`src/rtl/int_controller.sv`:
```
// Platform-level external interrupt controller.
// Level-sensitive sources pass through a per-source IDLE/PENDING/IN_SERVICE
// gateway. The highest-priority pending, enabled source above the threshold
// raises irq_out (MEIP). Software acknowledges it through a memory-mapped
// claim (read) / complete (write) register.
module int_controller #(
  parameter int NUM_SRC = 16,
  parameter int PRIO_W  = 3
) (
  input  logic               clk,
  input  logic               reset,
  input  logic [NUM_SRC-1:0] irq_src,
  input  logic [9:0]         bus_addr,
  input  logic               bus_wena,
  input  logic [31:0]        bus_wdata,
  input  logic               bus_rena,
  output logic [31:0]        bus_rdata,
  output logic               irq_out
);

  localparam int ID_W = 5;

  // Word indices (byte address >> 2) of the fixed registers
  localparam logic [7:0] W_PENDING = 8'h20;  // 0x080
  localparam logic [7:0] W_ENABLE  = 8'h40;  // 0x100
  localparam logic [7:0] W_THRESH  = 8'h80;  // 0x200
  localparam logic [7:0] W_CLAIM   = 8'h81;  // 0x204

  typedef enum logic [1:0] {
    GW_IDLE       = 2'd0,
    GW_PENDING    = 2'd1,
    GW_IN_SERVICE = 2'd2
  } gw_state_t;

  logic [7:0]              word;
  logic [NUM_SRC*PRIO_W-1:0] prio_flat;
  logic [NUM_SRC:0]        enable_reg;
  logic [PRIO_W-1:0]       threshold_reg;
  logic [NUM_SRC:0]        pend_bits;
  logic                    claim_fire;
  logic                    complete_fire;
  logic [ID_W-1:0]         complete_id;
  logic [ID_W-1:0]         max_id;
  logic [PRIO_W-1:0]       max_prio;
  logic [ID_W-1:0]         claim_id;
  logic                    unused_bits;

  assign word          = bus_addr[9:2];
  assign claim_fire    = bus_rena && (word == W_CLAIM);
  assign complete_fire = bus_wena && (word == W_CLAIM);
  assign complete_id   = bus_wdata[ID_W-1:0];
  assign pend_bits[0]  = 1'b0;
  // Byte-offset bits and high write-data bits carry no meaning here
  assign unused_bits   = ^{bus_addr[1:0], bus_wdata};

  // Enable and threshold registers; enable bit 0 (ID "none") stays 0
  always_ff @(posedge clk or posedge reset) begin
    if (reset) begin
      enable_reg    <= '0;
      threshold_reg <= '0;
    end else begin
      if (bus_wena && (word == W_ENABLE))
        enable_reg <= {bus_wdata[NUM_SRC:1], 1'b0};
      if (bus_wena && (word == W_THRESH))
        threshold_reg <= bus_wdata[PRIO_W-1:0];
    end
  end

  genvar gi;
  generate
    for (gi = 0; gi < NUM_SRC; gi++) begin : g_src
      localparam logic [ID_W-1:0] SRC_ID = ID_W'(gi + 1);
      logic [PRIO_W-1:0] prio_reg;
      gw_state_t         state_reg;
      gw_state_t         state_next;

      // Priority register for this source
      always_ff @(posedge clk or posedge reset) begin
        if (reset)
          prio_reg <= '0;
        else if (bus_wena && (word == 8'(gi + 1)))
          prio_reg <= bus_wdata[PRIO_W-1:0];
      end

      // Gateway state register
      always_ff @(posedge clk or posedge reset) begin
        if (reset)
          state_reg <= GW_IDLE;
        else
          state_reg <= state_next;
      end

      // Gateway transitions: IN_SERVICE masks the level until completed
      always_comb begin
        state_next = state_reg;
        case (state_reg)
          GW_IDLE:       if (irq_src[gi]) state_next = GW_PENDING;
          GW_PENDING:    if (claim_fire && (claim_id == SRC_ID)) state_next = GW_IN_SERVICE;
          GW_IN_SERVICE: if (complete_fire && (complete_id == SRC_ID)) state_next = GW_IDLE;
          default:       state_next = GW_IDLE;
        endcase
      end

      assign pend_bits[gi+1]                  = (state_reg == GW_PENDING);
      assign prio_flat[gi*PRIO_W +: PRIO_W]   = prio_reg;
    end
  endgenerate

  // Arbiter: strict '>' while scanning upward keeps the lowest ID on ties,
  // and starting from 0 excludes priority-0 sources automatically
  always_comb begin
    max_id   = '0;
    max_prio = '0;
    for (int i = 1; i <= NUM_SRC; i++) begin
      if (pend_bits[i] && enable_reg[i] &&
          (prio_flat[(i-1)*PRIO_W +: PRIO_W] > max_prio)) begin
        max_prio = prio_flat[(i-1)*PRIO_W +: PRIO_W];
        max_id   = ID_W'(i);
      end
    end
    claim_id = (max_prio > threshold_reg) ? max_id : '0;
  end

  // Registered interrupt request toward the CSR file
  always_ff @(posedge clk or posedge reset) begin
    if (reset)
      irq_out <= 1'b0;
    else
      irq_out <= (claim_id != '0);
  end

  // Combinational read mux; unmapped words and the ID 0 slot read 0
  always_comb begin
    bus_rdata = '0;
    if (word == W_PENDING)
      bus_rdata = 32'(pend_bits);
    else if (word == W_ENABLE)
      bus_rdata = 32'(enable_reg);
    else if (word == W_THRESH)
      bus_rdata = 32'(threshold_reg);
    else if (word == W_CLAIM)
      bus_rdata = 32'(claim_id);
    else begin
      for (int i = 1; i <= NUM_SRC; i++) begin
        if (word == 8'(i))
          bus_rdata = 32'(prio_flat[(i-1)*PRIO_W +: PRIO_W]);
      end
    end
  end

endmodule

```
`config.mk`:
```
export PLATFORM = sky130hd
export DESIGN_NAME = int_controller
export DESIGN_NICKNAME = d
export VERILOG_FILES = /design/src/rtl/int_controller.sv
export SDC_FILE = /design/constraint.sdc
export NUM_CORES = 1
export LEC_CHECK = 0
export ABC_AREA = 1
export BUFFER_PORTS_ARGS = -buffer_cell sky130_fd_sc_hd__buf_2
export CAP_MARGIN = 0
export CELL_PAD_IN_SITES_DETAIL_PLACEMENT = 0
export CELL_PAD_IN_SITES_GLOBAL_PLACEMENT = 1
export CORE_MARGIN = 2
export CORE_UTILIZATION = 29
export CTS_CLUSTER_DIAMETER = 50
export CTS_CLUSTER_SIZE = 12
export DETAILED_ROUTE_END_ITERATION = 8
export GPL_TIMING_DRIVEN = 0
export PLACE_DENSITY_LB_ADDON = 0.1
export SETUP_SLACK_MARGIN = 0.2
export SLEW_MARGIN = 20
export SYNTH_ARGS = -nofsm -noshare
export SYNTH_HDL_FRONTEND = slang
export SYNTH_SLANG_ARGS = --single-unit
```
`constraint.sdc`:
```
create_clock -name clk -period 29.6 [get_ports clk]
set_input_delay 5.92 -clock clk [delete_from_list [all_inputs] [get_ports clk]]
set_output_delay 5.92 -clock clk [all_outputs]
set_load 0.05 [all_outputs]
```
==> reports/results.txt, run 1 <==
First-pass DRT Iterations = 5
post-cts resize count = 0
die area = 26140 µm²
Clock Path Buffers = 2
Yosys warnings = 0
Initial Utilization = 29.56%
Root Driver = clkbuf_16
Combinational Power Share = 45.9%
post-synthesis adder-cell area fraction = 4.338%
Slew Limit Fails = 0
num rows = 57
worst hold slack = 0.4880 ns
final hold vios = 0
Arr. time, crit path = 19.82 ns
#FFs+latches synth = 100
Synth Area per Inst = 7.001 µm²
initial drt markers = 474
minimum clock period after layout = 25.74 ns
flop2flop setup slack = 10.04 ns
main combinational cell family by area after synthesis = simple AND/OR/NAND/NOR gates
RSZ-0062 raised after global routing = no
post-synthesis compound-gate area fraction = 16.59%
asr flop ratio synth = 100.0%
Layout Utilization = 34.06%
Hold EP = g_src[11].prio_reg[0]
Max-slew headroom = 23.91%
status = finished, final reports clean
nature of the critical path endpoint = output port
Tot Pwr = 0.5144 mW
grt ovf = 0
class of the worst hold path = reg2reg
Peak VDD IR = 0.00003359 V
first-pass GRT wire length = 37590 µm
Top cell by count, worst path = o21ai_0
count of final setup violators = 0
Via density = 4.591
leakage power = 4.144 nW
final wirelength = 23450 µm
CP max stage delay = 0.62 ns
Reg2Reg Launch Point = g_src[0].state_reg[1]
Max Fclk = 38.85 MHz
post-DR wirelength/cell = 16.22 µm
worst skew pair latency = 0.36 ns
initial antenna violation count = 0
GRT Total Usage = 18.73%
Synth cell types = 49
die height = 161.7 µm
Power Internal = 0.2780 mW
Hold Crit Depth = 2
Reg clk slew, reported paths = 0.08 ns
largest net degree at the start of global routing = 53
total CTS buffers = 9
TritonCTS Sinks = 100
GPL Wtd Cong = 0.8229
Synth Flop Type = dfrtp_1
Syn Inst Count = 1030
sw frac = 45.96%
Sw Pwr = 0.2364 mW
vias post-DR = 6638
Post-Synth Simple-Gate Area = 33.30%
level count of the clock H-tree = 3
Synth Area in XOR/XNOR = 0%
DP Cell Count = 1430
Max stage delay cell, worst path = nor2_1
sum of negative setup slack = 0 ns
register share of total power = 29.8%
slew of the pin with the lowest slew margin = 1.131 ns
Worst Reg-to-Reg Cells = 111
Max Fanout on Critical Path = 8
Clk pwr share = 24.3%
Worst Skew = 0.01753 ns
cell area after synthesis = 7211 µm²
io pins = 95
hold_sp = g_src[11].prio_reg[0]
vias in the first global route = 6535
Worst R2R End = g_src[8].state_reg[0]
die width = 161.7 µm
Setup Fix Bufs, Post-CTS = 0
CP Launch Type = flop
power per standard cell area = 61.92 nW/µm²
input/output buffers = 61
Post-route DRC = 0
P&R area growth vs syn = 15.22%
Largest register FFs = 48
mux share of post-synthesis cell area = 0.1388%
share of cells above drive strength 1 = 16.76%
Post-synth EDFFs = 0
nets@finish = 1204
register area share after synthesis = 34.70%
TritonCTS clock tree = yes
Core ar. = 24390 µm²
CTS Hold Buffers Added = 0
hpwl dp = 18690 µm
antenna viol nets, final = 0
Max Cap Viol = 0
Crit Path Class = reg2out
Diodes inserted = 0
WP data required = 23.68 ns
fin crit share = 86.96%
non-filler cells, final = 1446
power by group through the flow:
| stage | logic (mW) | registers, mW | clock network [mW] |
|---|---|---|---|
| after floorplan | 0.180 | 0.157 | 0 |
| after global placement | 0.237 | 0.156 | 0 |
| after detailed placement | 0.237 | 0.156 | 0 |
| after CTS | 0.238 | 0.153 | 0.131 |
| after global routing | 0.267 | 0.155 | 0.134 |
| final | 0.236 | 0.153 | 0.125 |
layout make-up:
class / instances / area, µm²
Timing Repair Buffer: 62 / 332.8
Fill cell: 2797 / 16080
Inverter: 167 / 631.9
Clock buffer: 9 / 225.2
Clock inverter: 7 / 76.32
Sequential cell: 100 / 2502
Multi-Input combinational cell: 750 / 3976
Tap cell: 324 / 405.4
Buffer: 27 / 157.7
through the flow:
stage	setup slack (ns)	instance area, µm²
after floorplan	6.697	7263
after global placement	3.975	7974
after detailed placement	4.037	8006
after CTS	3.550	8308
after global routing	1.438	8308
final	3.859	8308
worst max-delay path: cells and delay by family, from the launching register on:
kind	cells	cell delay [ns]
buf+inv	13	1.46
flops	1	0.39
compound gates	24	6.06
simple gates	60	6.78
fa+ha+maj	16	4.74
metal layers:
| layer | GRT usage [%] | part of all wire [%] | vias to the layer above |
|---|---|---|---|
| met1 | 28.74 | 51 | 3037 |
| met5 | 0 | 0 | - |
| met4 | 3.138 | 0.64 | 0 |
| met2 | 28.32 | 43 | 104 |
| li1 | - | - | 3489 |
| met3 | 2.554 | 4.5 | 8 |
synth_stat cells, types with 2 or more instances:
| master | n | area, µm² |
|---|---|---|
| nand3b_1 | 10 | 75.07 |
| clkbuf_1 | 12 | 45.04 |
| o32ai_1 | 2 | 17.52 |
| o311ai_0 | 5 | 43.79 |
| o21bai_1 | 6 | 45.04 |
| nor3_1 | 13 | 65.06 |
| o211ai_1 | 5 | 37.54 |
| nand2_2 | 28 | 175.2 |
| and2_1 | 2 | 12.51 |
| inv_1 | 146 | 548.0 |
| o21ai_0 | 87 | 435.4 |
| a221oi_1 | 5 | 43.79 |
| buf_4 | 15 | 112.6 |
| nand3_1 | 62 | 310.3 |
| nand2_1 | 247 | 927.1 |
| or2_2 | 6 | 37.54 |
| clkinv_1 | 3 | 11.26 |
| nor2_2 | 3 | 18.77 |
| o31ai_1 | 3 | 22.52 |
| inv_2 | 18 | 67.56 |
| a21oi_2 | 2 | 17.52 |
| nand2_4 | 11 | 123.9 |
| nor4_1 | 2 | 12.51 |
| a21oi_1 | 32 | 160.2 |
| nand4_1 | 7 | 43.79 |
| ha_1 | 25 | 312.8 |
| dfrtp_1 | 100 | 2502 |
| nand3_2 | 15 | 150.1 |
| a211oi_4 | 4 | 80.08 |
| o22ai_1 | 14 | 87.58 |
| nor2_1 | 102 | 382.9 |
| a311oi_1 | 2 | 17.52 |
| nand3_4 | 2 | 35.03 |
| o21ai_1 | 19 | 95.09 |
kinds of logic after synthesis:
family	count (synthesis)
fa+ha+maj	25
simple gates	512
mux	1
other cells	1
buf+inv	194
compound gates	197
flops	100
how the worst max path moves through the flow:
stage / start / slack (ns) / endpoint
floorplan: g_src[0].state_reg[1] / 6.70 / bus_rdata[3]
global placement: g_src[0].state_reg[1] / 3.97 / bus_rdata[2]
detailed placement: g_src[0].state_reg[1] / 4.04 / bus_rdata[2]
CTS: g_src[0].state_reg[1] / 3.55 / bus_rdata[2]
global route: g_src[0].state_reg[1] / 1.44 / bus_rdata[2]
finish: g_src[0].state_reg[1] / 3.86 / bus_rdata[2]
cells in the final DEF (no fill, tap or decap), types with 18 or more instances in the layout:
cell type,Yosys,layout
nand2_1,247,247
inv_1,146,145
nor2_1,102,102
dfrtp_1,100,100
o21ai_0,87,87
nand3_1,62,62
buf_2,0,61
a21oi_1,32,32
nand2_2,28,28
ha_1,25,25
o21ai_1,19,19
inv_2,18,18
No activity file was read; power rests on OpenSTA's default activity.
==> run 2, diff against run 1 <==
--- a/config.mk
+++ b/config.mk
@@ -5,7 +5,6 @@
 export SDC_FILE = /design/constraint.sdc
 export NUM_CORES = 1
 export LEC_CHECK = 0
-export ABC_AREA = 1
 export BUFFER_PORTS_ARGS = -buffer_cell sky130_fd_sc_hd__buf_2
 export CAP_MARGIN = 0
 export CELL_PAD_IN_SITES_DETAIL_PLACEMENT = 0
==> run 2 against run 1 <==
Effect of this change:
- setup slack worse by 2.0 ns
- critical path depth is 1 lower
- highest routed layer unchanged
- clock power is 4% higher
- clock skew is 0.0056 ns lower
==> reports/results.txt, run 2 <==
status = finished, final reports clean
num rows = 57 (unchanged)
die width = 161.7 µm (about the same)
post-DR wirelength/cell = 20.19 µm (+24%)
Synth cell types = 87 (+78%)
Reg2Reg Launch Point = g_src[0].state_reg[1]
antenna viol nets, final = 0 (unchanged)
Slew Limit Fails = 0 (unchanged)
count of final setup violators = 0 (unchanged)
Clock Path Buffers = 2 (unchanged)
#FFs+latches synth = 100 (unchanged)
Largest register FFs = 48 (unchanged)
io pins = 95 (unchanged)
minimum clock period after layout = 27.72 ns (+1.979 ns)
vias in the first global route = 6386 (-2.3%)
Synth top cells by count = dfrtp_1, nand2_1, nor2_1, mux2_2, o21ai_0
grt ovf = 0 (unchanged)
final hold vios = 0 (unchanged)
WP data required = 23.68 ns (about the same)
class of the worst hold path = reg2reg
hpwl dp = 19600 µm (+4.9%)
asr flop ratio synth = 100.0% (unchanged)
slew of the pin with the lowest slew margin = 0.9611 ns (-0.1698 ns)
Top cell by count, worst path = ha_1
TritonCTS Sinks = 100 (unchanged)
post-synth top area share = 34.68% (about the same)
# fillers = 2605 (-6.9%)
leakage power = 3.815 nW (-7.9%)
Peak VDD IR = 0.00002409 V (-28%)
count leader, synth = dfrtp_1
input/output buffers = 60 (-1.6%)
Via density = 5.171 (+13%)
P&R area growth vs syn = 18.99%
total CTS buffers = 9 (unchanged)
initial antenna violation count = 1 (+1)
CP Launch Type = flop
Post-synth EDFFs = 0 (unchanged)
FF+latch area = 2502 µm² (unchanged)
Crit Path Class = reg2out
Syn Inst Count = 804 (-22%)
Tot Pwr = 0.3549 mW (-31%)
Initial Utilization = 29.58% (about the same)
worst hold slack = 0.4556 ns (-0.03241 ns)
Hold EP = g_src[5].state_reg[0]
hold_sp = g_src[5].state_reg[1]
GPL Wtd Cong = 0.8344 (+1.4%)
power per standard cell area = 41.33 nW/µm² (-33%)
vias post-DR = 6381 (-3.9%)
commonest non-fill, non-tap cells in the layout = dfrtp_1, nand2_1, buf_2
commonest non-fill, non-tap cell in the layout = dfrtp_1
worst skew pair latency = 0.37 ns (about the same)
final wirelength = 24910 µm (+6.2%)
Synth area leaders = dfrtp_1, mux2_2, nand2_1, ha_1, o21ai_0
Max Fanout on Critical Path = 7 (-1)
Worst Skew = 0.01197 ns (-0.005557 ns)
Max stage delay cell, worst path = dfrtp_1
post-synth top area cell = dfrtp_1
Arr. time, crit path = 21.80 ns (+1.98 ns)
share of cells above drive strength 1 = 24.97% (+8.2 points)
Post-route DRC = 0 (unchanged)
RSZ-0062 raised after global routing = no
die height = 161.7 µm (about the same)
Synth Flop Type = dfrtp_1
Yosys warnings = 0 (unchanged)
Max Cap Viol = 0 (unchanged)
level count of the clock H-tree = 3 (unchanged)
TritonCTS clock tree = yes
First-pass DRT Iterations = 5 (unchanged)
Synth Area per Inst = 8.975 µm² (+28%)
CTS Hold Buffers Added = 0 (unchanged)
Max Fclk = 36.08 MHz (-7.1%)
final setup margin = 1.880 ns (-1.979 ns)
initial drt markers = 340 (-28%)
Worst Reg-to-Reg Cells = 112 (+0.90%)
register area share after synthesis = 34.68% (about the same)
GRT Total Usage = 19.26% (+0.53 points)
fin crit share = 93.65% (+6.7 points)
nature of the critical path endpoint = output port
die area = 26160 µm² (about the same)
Worst R2R End = g_src[10].state_reg[0]
cell area after synthesis = 7216 µm² (about the same)
Core ar. = 24390 µm² (unchanged)
multi-input combinational cell area = 4542 µm² (+14%)
pre-CTS setup slack = -0.1825 ns (-4.219 ns)
Hold Crit Depth = 1 (-1)
Reg clk slew, reported paths = 0.08 ns (about the same)
first-pass GRT wire length = 38210 µm (+1.6%)
largest net degree at the start of global routing = 60 (+13%)
flop2flop setup slack = 7.78 ns (-2.26 ns)
CP max stage delay = 0.43 ns (-0.19 ns)
Root Driver = clkbuf_16
nets@finish = 991 (-18%)
Max-slew headroom = 35.25% (+11 points)
-- run 2: cell types whose count changed after synthesis, moves of 27 or more --
cell	previous run	this run
o21ai_0	87	53
nor2_1	102	62
nand2_2	28	1
nand2_1	247	90
inv_1	146	50
nand3_1	62	25
mux2_2	0	57
-- run 2: power breakdown --
| group | internal, mW | switching, mW |
|---|---|---|
| Sequential | 0.142 | 0.00568 |
| Clock | 0.0680 | 0.0621 |
| Combinational | 0.0272 | 0.0501 |
-- run 2: worst max-delay path by stage --
stage,startpoint,end,cells after the start
floorplan,g_src[0].state_reg[1],bus_rdata[1],112
finish,g_src[0].state_reg[1],bus_rdata[1],112
CTS,g_src[0].state_reg[1],bus_rdata[1],113
global route,g_src[0].state_reg[1],bus_rdata[1],113
global placement,g_src[0].state_reg[1],bus_rdata[1],113
detailed placement,g_src[0].state_reg[1],bus_rdata[1],113
-- run 2: layer usage --
layer	track usage, %	vias to the layer above	share of wire, %
li1	-	3156	-
met3	1.915	15	3.9
met1	27.11	3090	48
met4	5.471	0	1.2
met2	31.53	120	47
met5	0	-	0
-- run 2: logic make-up (layout without fill, tap and decap cells) --
logic type	count (synthesis)	count (layout)	synth area share, %
AND/OR/NAND/NOR	302	302	21.38
multiplexers	65	65	10.87
XOR/XNOR	2	2	0.2428
AO/OA/AOI/OAI	218	218	22.40
other	1	16	0.05197
buffers and inverters	85	176	5.202
flip-flops	100	100	34.68
adder cells (fa/ha/maj)	31	31	5.167
-- run 2: layout make-up --
cell class,count,share of cell area (%)
multi-input combinational,633,52.90
inverter,50,2.244
clock buffer,9,2.623
timing repair buffer,75,5.086
sequential,100,29.15
buffer,35,2.230
antenna,1,0.02915
tap,324,4.722
clock inverter,7,1.020
-- run 2: repair_timing --
action                                  4_1_cts  5_1_grt
cloned                                        0        0
pin swaps                                     0        4
endpoints found under the setup margin        5        5
buffers inserted                              1       11
endpoints found under the hold margin         0        0
gates resized for setup                       6       33
-- run 2: through the flow --
| step | setup TNS (ns) | cell area (µm²) | instances | util, % |
|---|---|---|---|---|
| finish | 0 | 8586 | 1234 | 35.20 |
| global route | 0 | 8583 | 1233 | 35.19 |
| CTS | 0 | 8373 | 1222 | 34.33 |
| detailed placement | -0.2883 | 8029 | 1205 | 32.92 |
| global placement | -1.110 | 7974 | 1202 | 32.69 |
| floorplan | 0 | 7268 | 818 | - |
-- run 2: worst max-delay path: cells and delay by family (launching register included) --
family                     cells  cell delay, ns
adders and majority gates     20            5.93
and+or+nand+nor               45            6.08
muxes                          5            1.74
buffers and inverters          7            0.84
DFF                            1            0.43
AOI/OAI and AO/OA             35            6.39
==> run 3, diff against run 2 <==
--- a/config.mk
+++ b/config.mk
@@ -5,7 +5,6 @@
 export SDC_FILE = /design/constraint.sdc
 export NUM_CORES = 1
 export LEC_CHECK = 0
-export BUFFER_PORTS_ARGS = -buffer_cell sky130_fd_sc_hd__buf_2
 export CAP_MARGIN = 0
 export CELL_PAD_IN_SITES_DETAIL_PLACEMENT = 0
 export CELL_PAD_IN_SITES_GLOBAL_PLACEMENT = 1
@@ -14,6 +13,7 @@
 export CTS_CLUSTER_DIAMETER = 50
 export CTS_CLUSTER_SIZE = 12
 export DETAILED_ROUTE_END_ITERATION = 8
+export DONT_BUFFER_PORTS = 1
 export GPL_TIMING_DRIVEN = 0
 export PLACE_DENSITY_LB_ADDON = 0.1
 export SETUP_SLACK_MARGIN = 0.2
==> run 3 against run 2 <==
Effect of this change:
- final area decreased by 3.7%
- sequential cell count unchanged
- sequential power about the same
- sequential share of layout area increased by 1.1 points
- power decreased by 3.9%
- fmax decreased by 0.40%
- critical endpoint unchanged
==> reports/results.txt, run 3 (synthesis gave the netlist of run 2 again) <==
status = finished, final reports clean
hpwl dp = 19860 µm (+1.3%)
antenna viol nets, final = 0 (unchanged)
Largest register FFs = 48 (unchanged)
input/output buffers = 0 (-100%)
TritonCTS Sinks = 100 (unchanged)
power per standard cell area = 41.24 nW/µm² (-0.22%)
Via density = 5.383 (+4.1%)
Max Cap Viol = 0 (unchanged)
Max stage delay cell, worst path = a221oi_4
total CTS buffers = 9 (unchanged)
Combinational Power Share = 20.6% (-1.2 points)
sw frac = 33.25% (+0.041 points)
RSZ-0062 raised after global routing = yes
grt ovf = 0 (unchanged)
worst skew pair latency = 0.37 ns (about the same)
vias in the first global route = 6238 (-2.3%)
CP max stage delay = 0.53 ns (+0.10 ns)
level count of the clock H-tree = 3 (unchanged)
CTS Hold Buffers Added = 0 (unchanged)
Post-route DRC = 0 (unchanged)
Top cell by count, worst path = ha_1
final wirelength = 24760 µm (-0.61%)
vias post-DR = 6303 (-1.2%)
sum of negative setup slack = 0 ns (unchanged)
io pins = 95 (unchanged)
commonest non-fill, non-tap cells in the layout = dfrtp_1, nand2_1, nor2_1, mux2_2, o21ai_0
first-pass GRT wire length = 37880 µm (-0.85%)
Reg clk slew, reported paths = 0.08 ns (about the same)
Max Fclk = 35.93 MHz (-0.40%)
P&R area growth vs syn = 14.57%
initial drt markers = 370 (+8.8%)
Diodes inserted = 0 (-1)
Max-slew headroom = 32.29% (-3.0 points)
Max Fanout on Critical Path = 8 (+1)
die width = 161.7 µm (unchanged)
fin crit share = 94.02% (+0.38 points)
largest net degree at the start of global routing = 62 (+3.3%)
register share of total power = 43.9% (+2.4 points)
GPL Wtd Cong = 0.8650 (+3.7%)
count of final setup violators = 0 (unchanged)
minimum clock period after layout = 27.83 ns (+0.1115 ns)
cell class contributing the biggest share of worst-path delay = compound AO/OA/AOI/OAI gates
share of cells above drive strength 1 = 19.60% (-5.4 points)
commonest non-fill, non-tap cell in the layout = dfrtp_1
Crit Path Class = reg2out
post-DR wirelength/cell = 21.15 µm (+4.7%)
Arr. time, crit path = 21.91 ns (+0.11 ns)
GRT Total Usage = 19.22% (-0.036 points)
Clock Path Buffers = 2 (unchanged)
nets@finish = 929 (-6.3%)
Power Internal = 0.2276 mW (-4.0%)
Core ar. = 24390 µm² (unchanged)
Initial Utilization = 29.58% (unchanged)
Root Driver = clkbuf_16
leakage power = 3.522 nW (-7.7%)
nature of the critical path endpoint = output port
die height = 161.7 µm (unchanged)
Clk pwr share = 35.5% (-1.2 points)
First-pass DRT Iterations = 5 (unchanged)
Slew Limit Fails = 0 (unchanged)
TritonCTS clock tree = yes
initial antenna violation count = 0 (-1)
class of the worst hold path = reg2reg
num rows = 57 (unchanged)
Buffers & Inverters on Critical Path = 5 (-2)
Sw Pwr = 0.1133 mW (-3.8%)
CP Launch Type = flop
Worst Skew = 0.01414 ns (+0.002171 ns)
slew of the pin with the lowest slew margin = 1.005 ns (+0.04396 ns)
Peak VDD IR = 0.00002409 V (about the same)
final hold vios = 0 (unchanged)
Tot Pwr = 0.3409 mW (-3.9%)
WP data required = 23.68 ns (about the same)
die area = 26160 µm² (unchanged)
run 3: cell type report:
type / instances / area (µm²)
Buffer: 35 / 191.4
Clock buffer: 10 / 239.0
Clock inverter: 6 / 53.80
Fill cell: 2594 / 16120
Inverter: 50 / 192.7
Multi-Input combinational cell: 633 / 4567
Sequential cell: 100 / 2502
Tap cell: 324 / 405.4
Timing Repair Buffer: 13 / 115.1
run 3: timing repair:
action | CTS | global route
setup endpoints to repair | 5 | 5
gates resized for setup | 10 | 28
cloned | 0 | 0
buffers inserted | 1 | 9
pin swaps | 0 | 5
run 3: power groups by stage:
| stage | clock network (mW) | logic, mW | registers, mW |
|---|---|---|---|
| 5_1_grt | 0.129 | 0.0779 | 0.151 |
| 3_3_place_gp | 0 | 0.0655 | 0.152 |
| 2_1_floorplan | 0 | 0.0486 | 0.150 |
| 6_report | 0.121 | 0.0703 | 0.150 |
| 4_1_cts | 0.123 | 0.0677 | 0.150 |
| 3_5_place_dp | 0 | 0.0665 | 0.152 |
run 3: path summary, 6_finish.rpt:
kind	startpoint	end	slack (ns)	depth (start not counted)
max in group asynchronous	reset	g_src[11].prio_reg[0]	23.54	2
worst min register to register	g_src[5].state_reg[1]	g_src[5].state_reg[0]	0.46	1
worst max register to register	g_src[0].state_reg[1]	g_src[8].state_reg[1]	7.70	113
min in group asynchronous	reset	enable_reg[5]	5.40	1
worst max-delay path	g_src[0].state_reg[1]	bus_rdata[1]	1.77	113
worst min-delay path	g_src[5].state_reg[1]	g_src[5].state_reg[0]	0.46	1
run 3: worst reg2reg max path, delay by kind of cell (launching register included):
kind,cells,cell delay (ns)
compound gates,39,7.47
simple gates,45,6.00
fa+ha+maj,19,5.44
mux,5,1.83
buf+inv,5,0.61
flops,1,0.42
run 3: per-layer routing:
| metal | share of wire [%] | up-vias | track usage [%] |
|---|---|---|---|
| met5 | 0 | - | 0 |
| met4 | 1.5 | 0 | 4.465 |
| met3 | 4.4 | 20 | 3.703 |
| met2 | 48 | 143 | 32.77 |
| met1 | 46 | 3095 | 25.28 |
| li1 | - | 3045 | - |
run 3: metrics by stage:
step | utilization [%] | hold slack, ns | setup WS, ns | instances | area (µm²)
3_3_place_gp | 31.46 | 0.4205 | -0.7031 | 1142 | 7674
4_1_cts | 33.20 | 0.4450 | 0.2817 | 1162 | 8098
3_5_place_dp | 31.74 | 0.4358 | -0.4275 | 1145 | 7741
5_1_grt | 33.89 | 0.4744 | 0.1735 | 1171 | 8267
6_report | 33.89 | 0.4561 | 1.769 | 1171 | 8267
2_1_floorplan | - | 0.4043 | 2.822 | 818 | 7268
